File: config.mk
export PLATFORM = sky130hd
export DESIGN_NAME = masked_sbox_scheduler
export DESIGN_NICKNAME = d
export VERILOG_FILES = /design/src/rtl/masked_sbox_scheduler.sv
export SDC_FILE = /design/constraint.sdc
export NUM_CORES = 1
export LEC_CHECK = 0
export ABC_AREA = 1
export CORE_AREA = 3 3 62 64
export DETAILED_ROUTE_END_ITERATION = 16
export DIE_AREA = 0 0 65 67
export PLACE_DENSITY = 0.77
export SLEW_MARGIN = 20
export SYNTH_ARGS = -nofsm -noshare
export SYNTH_HDL_FRONTEND = slang
export SYNTH_SLANG_ARGS = --single-unit
File: constraint.sdc
create_clock -name in_clock -period 2 [get_ports in_clock]
set_input_delay 0.6 -clock in_clock [delete_from_list [all_inputs] [get_ports in_clock]]
set_output_delay 0.6 -clock in_clock [all_outputs]
set_load 0.05 [all_outputs]
File: src/rtl/masked_sbox_scheduler.sv
// masked_sbox_scheduler: issues at most one shared byte per cycle from
// NUM_REQ requesters into a LATENCY-deep masked GF(2^8) inverter, tracks
// the in-flight tokens and routes each result back to its requester.
// It also asks the PRNG to advance only while masked data is in flight.
// Build option: define MASKED_SBOX_SCHED_RR_EN for round-robin arbitration;
// left undefined, the lowest requester index wins.
// Ports:
//   in_clock, in_reset   clock, asynchronous active-high reset
//   in_req_valid/data    per-requester request and shared input byte
//   out_req_ready        one-hot grant (accept = valid & ready)
//   out_inv_a, in_inv_b  inverter input / output shares
//   in_rand_valid        PRNG output fresh this cycle
//   out_rand_req         PRNG advance request
//   out_rsp_valid/data   one-hot response strobe and response byte
//   in_flush             synchronous abort of all in-flight tokens
//   out_busy             at least one token in flight
//   out_rand_error       sticky randomness-underrun flag
module masked_sbox_scheduler #(
   parameter int NUM_SHARES = 2,
   parameter int LATENCY    = 4,
   parameter int NUM_REQ    = 2
) (
   input  logic                            in_clock,
   input  logic                            in_reset,
   input  logic [NUM_REQ-1:0]              in_req_valid,
   input  logic [NUM_REQ*NUM_SHARES*8-1:0] in_req_data,
   output logic [NUM_REQ-1:0]              out_req_ready,
   output logic [NUM_SHARES*8-1:0]         out_inv_a,
   input  logic [NUM_SHARES*8-1:0]         in_inv_b,
   input  logic                            in_rand_valid,
   output logic                            out_rand_req,
   output logic [NUM_REQ-1:0]              out_rsp_valid,
   output logic [NUM_SHARES*8-1:0]         out_rsp_data,
   input  logic                            in_flush,
   output logic                            out_busy,
   output logic                            out_rand_error
);

   localparam int SW  = NUM_SHARES * 8;
   localparam int IDW = (NUM_REQ > 1) ? $clog2(NUM_REQ) : 1;
   localparam int CW  = $clog2(LATENCY + 1);
   localparam int NP  = 1 << IDW;

   logic [LATENCY-1:0] tok_v;
   logic [IDW-1:0]     tok_id [LATENCY];
   logic [CW-1:0]      count;
   logic [NP-1:0]      req_pad;
   logic [IDW-1:0]     win;
   logic [IDW-1:0]     cand;
   logic               found;
   logic               issue;
   logic               retire;

   // Padding lets the candidate index address the vector at its own width.
   assign req_pad = NP'(in_req_valid);

`ifdef MASKED_SBOX_SCHED_RR_EN
   logic [IDW-1:0] ptr;

   // Search starts at the pointer and wraps around.
   always_comb begin
      found = 1'b0;
      win   = '0;
      cand  = '0;
      for (int i = 0; i < NUM_REQ; i++) begin
         cand = IDW'((int'(ptr) + i) % NUM_REQ);
         if (!found && req_pad[cand]) begin
            found = 1'b1;
            win   = cand;
         end
      end
   end

   always_ff @(posedge in_clock or posedge in_reset) begin
      if (in_reset) begin
         ptr <= '0;
      end else if (issue) begin
         ptr <= (int'(win) == NUM_REQ - 1) ? '0 : win + 1'b1;
      end
   end
`else
   always_comb begin
      found = 1'b0;
      win   = '0;
      cand  = '0;
      for (int i = 0; i < NUM_REQ; i++) begin
         cand = IDW'(i);
         if (!found && req_pad[cand]) begin
            found = 1'b1;
            win   = cand;
         end
      end
   end
`endif

   // Reset gating keeps every output at zero while reset is held.
   assign issue = found & in_rand_valid & ~in_flush & ~in_reset;

   assign out_req_ready = issue ? (NUM_REQ'(1) << win) : '0;

   // Idle cycles drive zero shares so no stale masked value is replayed.
   assign out_inv_a = issue ? in_req_data[int'(win)*SW +: SW] : '0;

   // A flush in the retire cycle drops that response.
   assign retire = tok_v[LATENCY-1] & ~in_flush;

   assign out_rsp_valid = retire ? (NUM_REQ'(1) << tok_id[LATENCY-1]) : '0;
   assign out_rsp_data  = retire ? in_inv_b : '0;

   assign out_busy     = (count != '0);
   assign out_rand_req = issue | out_busy;

   always_ff @(posedge in_clock or posedge in_reset) begin
      if (in_reset) begin
         tok_v <= '0;
         count <= '0;
      end else if (in_flush) begin
         tok_v <= '0;
         count <= '0;
      end else begin
         tok_v <= {tok_v[LATENCY-2:0], issue};
         if (issue && !tok_v[LATENCY-1] && count != CW'(LATENCY)) begin
            count <= count + 1'b1;
         end else if (!issue && tok_v[LATENCY-1] && count != '0) begin
            count <= count - 1'b1;
         end
      end
   end

   always_ff @(posedge in_clock or posedge in_reset) begin
      if (in_reset) begin
         for (int i = 0; i < LATENCY; i++) begin
            tok_id[i] <= '0;
         end
      end else begin
         tok_id[0] <= issue ? win : '0;
         for (int i = 1; i < LATENCY; i++) begin
            tok_id[i] <= tok_id[i-1];
         end
      end
   end

   always_ff @(posedge in_clock or posedge in_reset) begin
      if (in_reset) begin
         out_rand_error <= 1'b0;
      end else if (out_busy && !in_rand_valid) begin
         out_rand_error <= 1'b1;
      end
   end

endmodule

==> reports/metrics.yaml <==
worst_hold_path:
  min_path_type: "in2async"
sta:
  max_freq_mhz: 437
  fin_crit_sh: 1.14
  grt_setup_unrepaired: "yes"
  slew_violations: 0
  hold_viol_final: 0
  finalSetupViolations: 19
  worstMarginPinSlew_ps: 458
  tns_ps: -4400
  whs_ps: 323
  slew_headroom: 0.694
  fin_ws_ps: -286
  final.setup_skew_ps: 7.87
  min_period_ps: 2290
finish:
  area_growth_syn_to_layout_pct: 191
  n_antenna_cell: 0
  finalNetCount: 303
  final_common_cell: "clkdlybuf4s50_1"
  stdcell_count: 293
  layout_common_cells: "clkdlybuf4s50_1, buf_12, nor2_4"
  drive_above_1_share: 0.595
drt:
  drcViolationCount: 0
  routed.top_layer: "met4"
  ant_nets: 0
  drtIter0Drc: 26
  drtPass1Iterations: 4
  wl_met2_microns: 2510
  wl_per_cell_microns: 15.9
  vias: 1343
  met1Wirelength_microns: 1550
  vias_per_cell: 4.58
  wirelength_microns: 4670
  dr_wl_met3_microns: 523
yosys:
  netlist_area_sq_um: 976
  yosys_warnings: 0
  ys_types: 22
  synth.avg_cell_area_sq_um: 7.28
  ys_seq_area_frac: 0.308
  synth-seq-cells: 12
  synth_nets: 189
  synthCells: 134
worst_setup_path:
  end_kind: "output pin"
  crit_start: "in_req_valid[1]"
  r2r_cells: 12
  r2r_setup_slack_ps: -10
  critical_path_class: "in2out"
  crit_path_max_fanout: 6
  r2r-end: "count[2]"
  startpoint_type: "input pin"
  required_ps: 1400
  critPathArrivalTime_ps: 1690
  crit_end: "out_inv_a[14]"
  r2r_start: "count[0]"
floorplan:
  rows: 21
  fp.dieH_microns: 67
  coreArea_sq_mm: 0.00334
  fp.dieArea_sq_mm: 0.00436
  start_util: 0.292
  dieWidth_microns: 65
  ios: 93
global_route:
  grt_max_degree: 19
  grt_pass1_vias: 1513
  gr-usage-all-layers: 0.218
  grt-ovfl-total: 0
  antenna_found_initial: 0
  grt_pass1_wl_microns: 7190
job:
  maxCapViolCount: 0
pwr:
  powerDensity_mw_per_mm2: 333
  p_leak_nw: 1.29
  power_mw: 0.946
  max-vdd-ir-drop_uv: 326
clock_tree:
  clock_path_buffers: 2
  cts_tree: "yes"
  cts_buffers: 3
  cts-root-buf: "clkbuf_4"
  cts.reportedPaths.clkPinSlew_ps: 80
  clk_latency_ps: 280
  clock_sinks: 12
  ctsHtreeMaxLevel: 1
  cts_hold_buf: 0
placed_design:
  place.gp.congestion: 0.867
  dp_cells: 279
  io_buffers: 92
  place_hpwl_microns: 3000
  dp_slack_ps: -832
outcome:
  status: "finished with violations"
  violations: "setup timing"
## cell usage after synthesis
| cell | count | area, sq um |
|---|---|---|
| o21ai_1 | 1 | 5.00 |
| nor2_1 | 24 | 90.1 |
| inv_4 | 1 | 6.26 |
| dfrtp_1 | 12 | 300 |
| buf_12 | 1 | 20.0 |
| nand3_1 | 4 | 20.0 |
| a22oi_1 | 7 | 52.6 |
| inv_1 | 38 | 143 |
| nor2_4 | 3 | 33.8 |
| inv_2 | 9 | 33.8 |
| nand2_2 | 3 | 18.8 |
| nand3_2 | 1 | 10.0 |
| buf_2 | 1 | 5.00 |
| o21bai_1 | 2 | 15.0 |
| a22oi_2 | 9 | 113 |
| fa_1 | 1 | 20.0 |
| nand2_1 | 10 | 37.5 |
| a21oi_1 | 2 | 10.0 |
| xnor2_1 | 1 | 8.76 |
| nor2_2 | 1 | 6.26 |
| buf_8 | 1 | 15.0 |
| nand4_1 | 2 | 12.5 |
## timing repair
action                                  CTS  global route
gates cloned                              2             0
gates resized for setup                  79            31
setup buffers                             7             5
endpoints found under the setup margin   39            37
pin swaps                                13            20
## kinds of logic (layout without fill, tap and decap cells)
kind of cell    count (synthesis)  count (layout)  synth area share
simple gates                   48              48             0.235
buf+inv                        51             164             0.228
xor+xnor                        1               1           0.00898
compound gates                 21              21             0.200
fa+ha+maj                       1               1            0.0205
flops                          12              12             0.308
## registers in the layout (all words and copies together), names as in the netlist
| register | flops |
|---|---|
| count | 3 |
| out_rand_error | 1 |
| tok_v | 4 |
| tok_id | 4 |
## critical path, stage by stage
cell     delay (ps)
buf_8           100
nor2_4          110
inv_2            60
nand3_4          70
nor2_4           50
buf_6           120
buf_12          130
a22oi_2         240
inv_4            60
buf_12          150
## stage by stage
step | util | cell area (sq um)
5_1_grt | 0.852 | 2840
3_3_place_gp | 0.727 | 2420
4_1_cts | 0.834 | 2780
3_5_place_dp | 0.727 | 2420
2_1_floorplan | - | 1040
6_report | 0.852 | 2840
## area by class of cell
class                      count  area (sq um)
tap                           46          57.6
fill                         164           493
inverter                      48           215
timing repair buffer         112          1540
sequential                    12           300
multi-input combinational     71           696
clock buffer                   4          36.3
## where the power goes
| group | switching [mW] | total [mW] | internal (mW) |
|---|---|---|---|
| Combinational | 0.235 | 0.487 | 0.252 |
| Sequential | 0.00850 | 0.262 | 0.254 |
| Clock | 0.0861 | 0.197 | 0.111 |
## routing by layer
metal,track usage,vias up
li1,-,627
met1,0.211,619
met2,0.428,89
met3,0.0860,8
met4,0.0528,0
met5,0,-
## how the worst min path moves through the flow
stage	from	end	cells after the start
finish	in_reset	out_rand_error	2
global route	in_reset	out_rand_error	2
CTS	tok_id[2]	tok_id[1]	0
detailed placement	tok_id[2]	tok_id[1]	0
global placement	tok_id[1]	tok_id[0]	0
floorplan	tok_id[1]	tok_id[0]	0
(Power assumes the default switching activity.)
